===== config.mk =====
export PLATFORM = sky130hd
export DESIGN_NAME = uart_transmit
export DESIGN_NICKNAME = d
export VERILOG_FILES = /design/src/rtl/uart_transmit_pkg.sv /design/src/rtl/uart_tx_fifo.sv /design/src/rtl/uart_transmit.sv
export SDC_FILE = /design/constraint.sdc
export NUM_CORES = 1
export LEC_CHECK = 0
export ABC_AREA = 1
export BUFFER_PORTS_ARGS = -buffer_cell sky130_fd_sc_hd__buf_4
export CAP_MARGIN = 20
export CORE_MARGIN = 2
export CORE_UTILIZATION = 50
export CTS_CLUSTER_DIAMETER = 50
export CTS_CLUSTER_SIZE = 28
export DETAILED_ROUTE_END_ITERATION = 12
export GPL_ROUTABILITY_DRIVEN = 0
export PLACE_DENSITY_LB_ADDON = 0.25
export SETUP_SLACK_MARGIN = 0.05
export SYNTH_ARGS = -nofsm -noshare
export SYNTH_HDL_FRONTEND = slang
export SYNTH_SLANG_ARGS = --single-unit
export TNS_END_PERCENT = 10

===== constraint.sdc =====
create_clock -name clk -period 4.3 [get_ports clk]
set_input_delay 0.215 -clock clk [delete_from_list [all_inputs] [get_ports clk]]
set_output_delay 0.215 -clock clk [all_outputs]
set_load 0.02 [all_outputs]

===== src/rtl/uart_transmit_pkg.sv =====
// Shared UART constants: FSM state encodings, data width and divider width.
// The receiver imports the same package so both sides agree on encodings.
package uart_transmit_pkg;

   localparam int DATA_W = 8;
   localparam int DIV_W  = 32;

   typedef enum logic [1:0] {
      ST_IDLE  = 2'd0,
      ST_START = 2'd1,
      ST_DATA  = 2'd2,
      ST_STOP  = 2'd3
   } tx_state_e;

   // A divider of zero would mean "no cycles per bit"; run it as one.
   function automatic logic [DIV_W-1:0] eff_div(input logic [DIV_W-1:0] div);
      return (div == '0) ? {{(DIV_W-1){1'b0}}, 1'b1} : div;
   endfunction

endpackage


===== src/rtl/uart_tx_fifo.sv =====
// Synchronous show-ahead FIFO holding bytes waiting for the transmitter.
// Full/empty are registered from the next count, so they are valid in the
// cycle after the push/pop that changes them. A push while full is dropped
// and reported with a one-cycle overflow pulse on the following cycle.
module uart_tx_fifo
   import uart_transmit_pkg::*;
#(
   parameter int DEPTH = 8
) (
   input  logic              clk_i,
   input  logic              rst_i,
   input  logic              push_i,
   input  logic [DATA_W-1:0] data_i,
   input  logic              pop_i,
   output logic [DATA_W-1:0] data_o,
   output logic              full_o,
   output logic              empty_o,
   output logic              overflow_o
);

   localparam int AW = $clog2(DEPTH);
   localparam int CW = AW + 1;

   logic [DATA_W-1:0] mem_q [DEPTH];
   logic [AW-1:0]     wr_ptr_q;
   logic [AW-1:0]     rd_ptr_q;
   logic [CW-1:0]     count_q;
   logic [CW-1:0]     count_d;
   logic              full_q;
   logic              empty_q;
   logic              ovf_q;
   logic              push_ok;
   logic              pop_ok;

   // Full is judged on the registered flag: a same-cycle pop never makes room.
   assign push_ok = push_i & ~full_q;
   assign pop_ok  = pop_i & ~empty_q;

   // Next occupancy; simultaneous push and pop leave it unchanged.
   always_comb begin
      count_d = count_q;
      case ({push_ok, pop_ok})
         2'b10:   count_d = count_q + CW'(1);
         2'b01:   count_d = count_q - CW'(1);
         default: count_d = count_q;
      endcase
   end

   // Pointers, occupancy and registered status flags.
   always_ff @(posedge clk_i) begin
      if (rst_i) begin
         wr_ptr_q <= '0;
         rd_ptr_q <= '0;
         count_q  <= '0;
         full_q   <= 1'b0;
         empty_q  <= 1'b1;
         ovf_q    <= 1'b0;
      end else begin
         count_q <= count_d;
         full_q  <= (count_d == CW'(DEPTH));
         empty_q <= (count_d == '0);
         ovf_q   <= push_i & full_q;
         if (push_ok) wr_ptr_q <= wr_ptr_q + AW'(1);
         if (pop_ok)  rd_ptr_q <= rd_ptr_q + AW'(1);
      end
   end

   // Storage array; contents are don't-care until written, so no reset.
   always_ff @(posedge clk_i) begin
      if (push_ok) mem_q[wr_ptr_q] <= data_i;
   end

   assign data_o     = mem_q[rd_ptr_q];
   assign full_o     = full_q;
   assign empty_o    = empty_q;
   assign overflow_o = ovf_q;

endmodule


===== src/rtl/uart_transmit.sv =====
// 8N1 UART transmitter fed from a byte FIFO. Each frame is a start bit,
// eight data bits LSB first and a stop bit, each lasting div_q cycles where
// div_q is the effective clk_div latched at the moment the byte is popped.
// All outputs are registered from next-state values, so tx changes on the
// same edge as the state that drives it.
module uart_transmit
   import uart_transmit_pkg::*;
#(
   parameter int DEPTH = 8
) (
   input  logic              clk,
   input  logic              rst,
   input  logic [DIV_W-1:0]  clk_div,
   input  logic              i_tx_valid,
   input  logic [DATA_W-1:0] tx_data,
   output logic              tx,
   output logic              busy,
   output logic              irq,
   output logic              o_tx_full,
   output logic              o_tx_empty,
   output logic              o_tx_overflow
);

   tx_state_e         state_q, state_d;
   logic [DATA_W-1:0] shift_q, shift_d;
   logic [DIV_W-1:0]  div_q, div_d;
   logic [DIV_W-1:0]  cnt_q, cnt_d;
   logic [2:0]        bit_q, bit_d;
   logic              tx_q, tx_d;
   logic              busy_q, busy_d;
   logic              irq_q, irq_d;
   logic              pop;
   logic              bit_end;
   logic              fifo_empty;
   logic              fifo_full;
   logic [DATA_W-1:0] fifo_data;

   uart_tx_fifo #(.DEPTH(DEPTH)) u_fifo (
      .clk_i      (clk),
      .rst_i      (rst),
      .push_i     (i_tx_valid),
      .data_i     (tx_data),
      .pop_i      (pop),
      .data_o     (fifo_data),
      .full_o     (fifo_full),
      .empty_o    (fifo_empty),
      .overflow_o (o_tx_overflow)
   );

   // Last cycle of the current bit period.
   assign bit_end = (cnt_q == div_q - DIV_W'(1));

   // Next-state, datapath and registered-output decode.
   always_comb begin
      state_d = state_q;
      shift_d = shift_q;
      div_d   = div_q;
      cnt_d   = cnt_q;
      bit_d   = bit_q;
      irq_d   = 1'b0;
      pop     = 1'b0;
      case (state_q)
         ST_IDLE: begin
            if (!fifo_empty) begin
               pop     = 1'b1;
               shift_d = fifo_data;
               div_d   = eff_div(clk_div);
               cnt_d   = '0;
               bit_d   = '0;
               state_d = ST_START;
            end
         end
         ST_START: begin
            if (bit_end) begin
               cnt_d   = '0;
               state_d = ST_DATA;
            end else begin
               cnt_d = cnt_q + DIV_W'(1);
            end
         end
         ST_DATA: begin
            if (bit_end) begin
               cnt_d   = '0;
               shift_d = shift_q >> 1;
               bit_d   = bit_q + 3'd1;
               if (bit_q == 3'd7) state_d = ST_STOP;
            end else begin
               cnt_d = cnt_q + DIV_W'(1);
            end
         end
         ST_STOP: begin
            if (bit_end) begin
               cnt_d = '0;
               if (!fifo_empty) begin
                  // Chain straight into the next frame with no idle gap.
                  pop     = 1'b1;
                  shift_d = fifo_data;
                  div_d   = eff_div(clk_div);
                  bit_d   = '0;
                  state_d = ST_START;
               end else begin
                  irq_d   = 1'b1;
                  state_d = ST_IDLE;
               end
            end else begin
               cnt_d = cnt_q + DIV_W'(1);
            end
         end
         default: state_d = ST_IDLE;
      endcase
      tx_d   = (state_d == ST_DATA) ? shift_d[0] : (state_d != ST_START);
      busy_d = (state_d != ST_IDLE);
   end

   // State, counters, shift register and registered line outputs.
   always_ff @(posedge clk) begin
      if (rst) begin
         state_q <= ST_IDLE;
         shift_q <= '0;
         div_q   <= DIV_W'(1);
         cnt_q   <= '0;
         bit_q   <= '0;
         tx_q    <= 1'b1;
         busy_q  <= 1'b0;
         irq_q   <= 1'b0;
      end else begin
         state_q <= state_d;
         shift_q <= shift_d;
         div_q   <= div_d;
         cnt_q   <= cnt_d;
         bit_q   <= bit_d;
         tx_q    <= tx_d;
         busy_q  <= busy_d;
         irq_q   <= irq_d;
      end
   end

   assign tx         = tx_q;
   assign busy       = busy_q;
   assign irq        = irq_q;
   assign o_tx_full  = fifo_full;
   assign o_tx_empty = fifo_empty;

endmodule


==> parameters.txt <==
Parameter                              Value

Clocking
  H-tree Lvls    4
  Master cell of the clock root buffer    sky130_fd_sc_hd__clkbuf_16
  Maximum clock path buffer count    2
  Clock Latency Late Sink    between 0.4 and 0.5 ns
  TritonCTS clock tree    yes
  Inserted Clock Buffers    17
  Clock tree sinks    160
  Clock slew at reported path FFs    0.07 ns

Critical path
  Most repeated library cell on the critical path    sky130_fd_sc_hd__nand2_1
  Startpoint type of the worst setup path    flip-flop
  Data arrival, critical path    4.17 ns
  Crit end category    flip-flop
  Critical path required time    ~4.6 ns
  Register-to-register setup slack    0.47 ns
  R2R depth    28
  Reg-to-Reg Start    div_q[0]
  End of the worst register-to-register path    u_fifo.empty_o
  Critical Path Fanout Max    11
  Critical path start-end classification    reg2reg
  Max stage delay cell, worst path    sky130_fd_sc_hd__dfxtp_1
  Worst path max stage delay    around 0.32 ns

Power
  Worst voltage drop across the vdd grid    between 0.3 and 0.4 mV
  Total power    6.05 mW
  Power density cells    600 nW/um^2
  Reported leakage power    4.09 nW

Die
  Io pins    49
  Overall die area    19000 um^2
  Core region area    17800 um^2
  Die height    138 um
  Placement row count    49
  Starting Density    0.505
  Horiz. Die Dim    138 um

Drt
  Total iterations of the first detailed-routing run    5
  Number of DRC violations after detailed-routing iteration 0    675
  Routed via count    8012
  Detailed-route DRC error count    0
  DRT antenna net count    0
  Post-detailed-route wirelength per cell    15.2 um
  Total Routed Length    22400 um
  DR vias/cell    5.42

STA
  Max Clk Rate    0.261 GHz
  Number of failing hold endpoints at the final stage    0
  Crit path time final    3.83 ns
  Worst Skew    around 0.012 ns
  Max transition margin    0.313
  PnR worst setup slack    0.470 ns
  Number of setup violations in the final report    0
  Period Utilization, post-route    0.891
  Actual slew at the worst max-slew pin    around 1.0 ns
  Total negative slack    0 ns
  RSZ-0062 raised after global routing    no
  Pins over their slew limit    0

Final layout
  Fraction of final layout cells with drive strength greater than 1    0.112
  Layout area overhead    12.4%
  Diode insertion count for antenna repair    0
  Nets    1293
  Commonest non-fill, non-tap cells in the layout    306 x sky130_fd_sc_hd__nand2_1, 174 x sky130_fd_sc_hd__nor2_1, 96 x sky130_fd_sc_hd__dfxtp_1
  Most common cell after layout, fill and taps aside    sky130_fd_sc_hd__nand2_1

Yosys
  Netlist cell types    43
  Number of register bits inferred by synthesis    160
  Number of nets in the synthesized netlist    1267
  Mapped Avg Cell Area    7.42 um^2
  Warnings from Yosys    0
  Synthesized netlist cell count    1210
  Netlist area before placement    8980 um^2
  Post-synthesis sequential area ratio    0.428

Min path
  Worst Hold Class    in2reg
  Worst Hold Depth    1
  End point of the worst hold path    u_fifo.mem_q[0][1]
  Hold Startpoint    tx_data[1]

Global route
  First-pass GRT wire length    36700 um
  GR Util All Layers    0.236
  Number of global-route vias before repair    7613
  Number of antenna violations at the first check in global routing    0
  Grt ovf    0
  Pin count of the biggest net entering global routing    74

Placement
  Count of buffers inserted at the top-level ports    48
  Pre-CTS setup slack    0.384 ns
  HPWL after detailed placement    15900 um

Run
  Max Cap Violations    0

Status
  Status    finished, final reports clean
==> sequential cells by signal, summed over array words and instances (netlist names), 2 cells and up, named ones only <==
register / count
bit_q: 3
cnt_q: 32
div_q: 32
shift_q: 8
state_q: 2
u_fifo.count_q: 4
u_fifo.mem_q: 64
u_fifo.rd_ptr_q: 3
u_fifo.wr_ptr_q: 3
==> worst max-delay path: cells and delay by family (launching register included) <==
kind / cells / cell delay (ns)
and+or+nand+nor: 16 / 1.75
adders and majority gates: 3 / 0.66
buffers and inverters: 5 / 0.40
AOI/OAI and AO/OA: 2 / 0.33
DFF: 1 / 0.32
xor gates and xnor gates: 2 / 0.28
==> metal layers <==
metal | vias up | track usage | routed length (um)
li1 | 4066 | - | -
met1 | 3680 | 0.299 | 9690
met2 | 219 | 0.404 | 10900
met3 | 47 | 0.0426 | 1150
met4 | 0 | 0.0918 | 641
met5 | - | 0 | 0
==> where the power goes <==
group          leakage [nW]  total, mW  internal [mW]  switching (mW)
Clock                 0.295       1.55          0.800           0.753
Combinational          2.43       2.50          0.828            1.67
Sequential             1.36       2.01           1.77           0.234
==> Yosys cell counts, drive strengths merged <==
library cell | instances | area (um^2)
or2 | 2 | 12.5
nand3 | 84 | 445
o211ai | 2 | 15.0
nor3 | 9 | 45.0
and2 | 2 | 12.5
buf | 14 | 115
nor2 | 200 | 878
a31oi | 3 | 18.8
nand2 | 320 | 1240
mux2i | 1 | 10.0
o32ai | 16 | 140
xor2 | 28 | 245
a211oi | 1 | 12.5
nand3b | 11 | 82.6
xnor2 | 11 | 96.3
o211a | 1 | 10.0
dfxtp | 96 | 1920
nor4 | 11 | 68.8
nand4 | 25 | 156
clkbuf | 34 | 128
edfxtp | 64 | 1920
o2111ai | 1 | 8.76
inv | 100 | 375
o31ai | 1 | 7.51
o21bai | 3 | 22.5
o21ai | 62 | 329
o22ai | 3 | 18.8
o221ai | 2 | 17.5
ha | 14 | 175
a21oi | 89 | 445
==> area by class of cell <==
| type | instances | area [um^2] |
|---|---|---|
| fill | 1689 | 7690 |
| multi-input combinational | 902 | 4550 |
| sequential | 160 | 3840 |
| clock buffer | 17 | 425 |
| timing repair buffer | 55 | 423 |
| inverter | 100 | 375 |
| tap | 229 | 287 |
| clock inverter | 15 | 190 |
==> worst max-delay path by stage <==
stage	start	to	slack (ns)	depth (start not counted)
global route	div_q[0]	u_fifo.empty_o	0.06	28
detailed placement	div_q[0]	u_fifo.empty_o	0.38	28
floorplan	div_q[0]	u_fifo.empty_o	1.05	29
finish	div_q[0]	u_fifo.empty_o	0.47	28
global placement	div_q[0]	u_fifo.empty_o	0.60	28
CTS	div_q[0]	u_fifo.empty_o	0.32	28
==> per-stage QoR <==
stage	instance area [um^2]	std cells	utilization	hold WS [ns]
after global placement	9400	1441	0.529	0.448
after global routing	10100	1478	0.567	0.00730
after CTS	10100	1477	0.566	0.00318
final	10100	1478	0.567	0.0127
after detailed placement	9400	1441	0.529	0.450
after floorplan	8980	1210	-	0.314
==> kinds of logic (layout without fill, tap and decap cells) <==
logic type,Yosys count,in the layout,synth area share
buffers and inverters,148,187,0.0688
AND/OR/NAND/NOR,664,664,0.328
AO/OA/AOI/OAI,184,184,0.116
flip-flops,160,160,0.428
multiplexers,1,1,0.00111
XOR/XNOR,39,39,0.0380
adder cells (fa/ha/maj),14,14,0.0195
==> what timing repair did <==
| item | CTS | global route |
|---|---|---|
| endpoints found under the hold margin | 21 | 0 |
| resized for setup | 0 | 7 |
| setup endpoints to repair | 0 | 2 |
| hold buffers | 4 | 0 |
| buffers inserted | 0 | 1 |
Power figures use the tool's default switching activity.
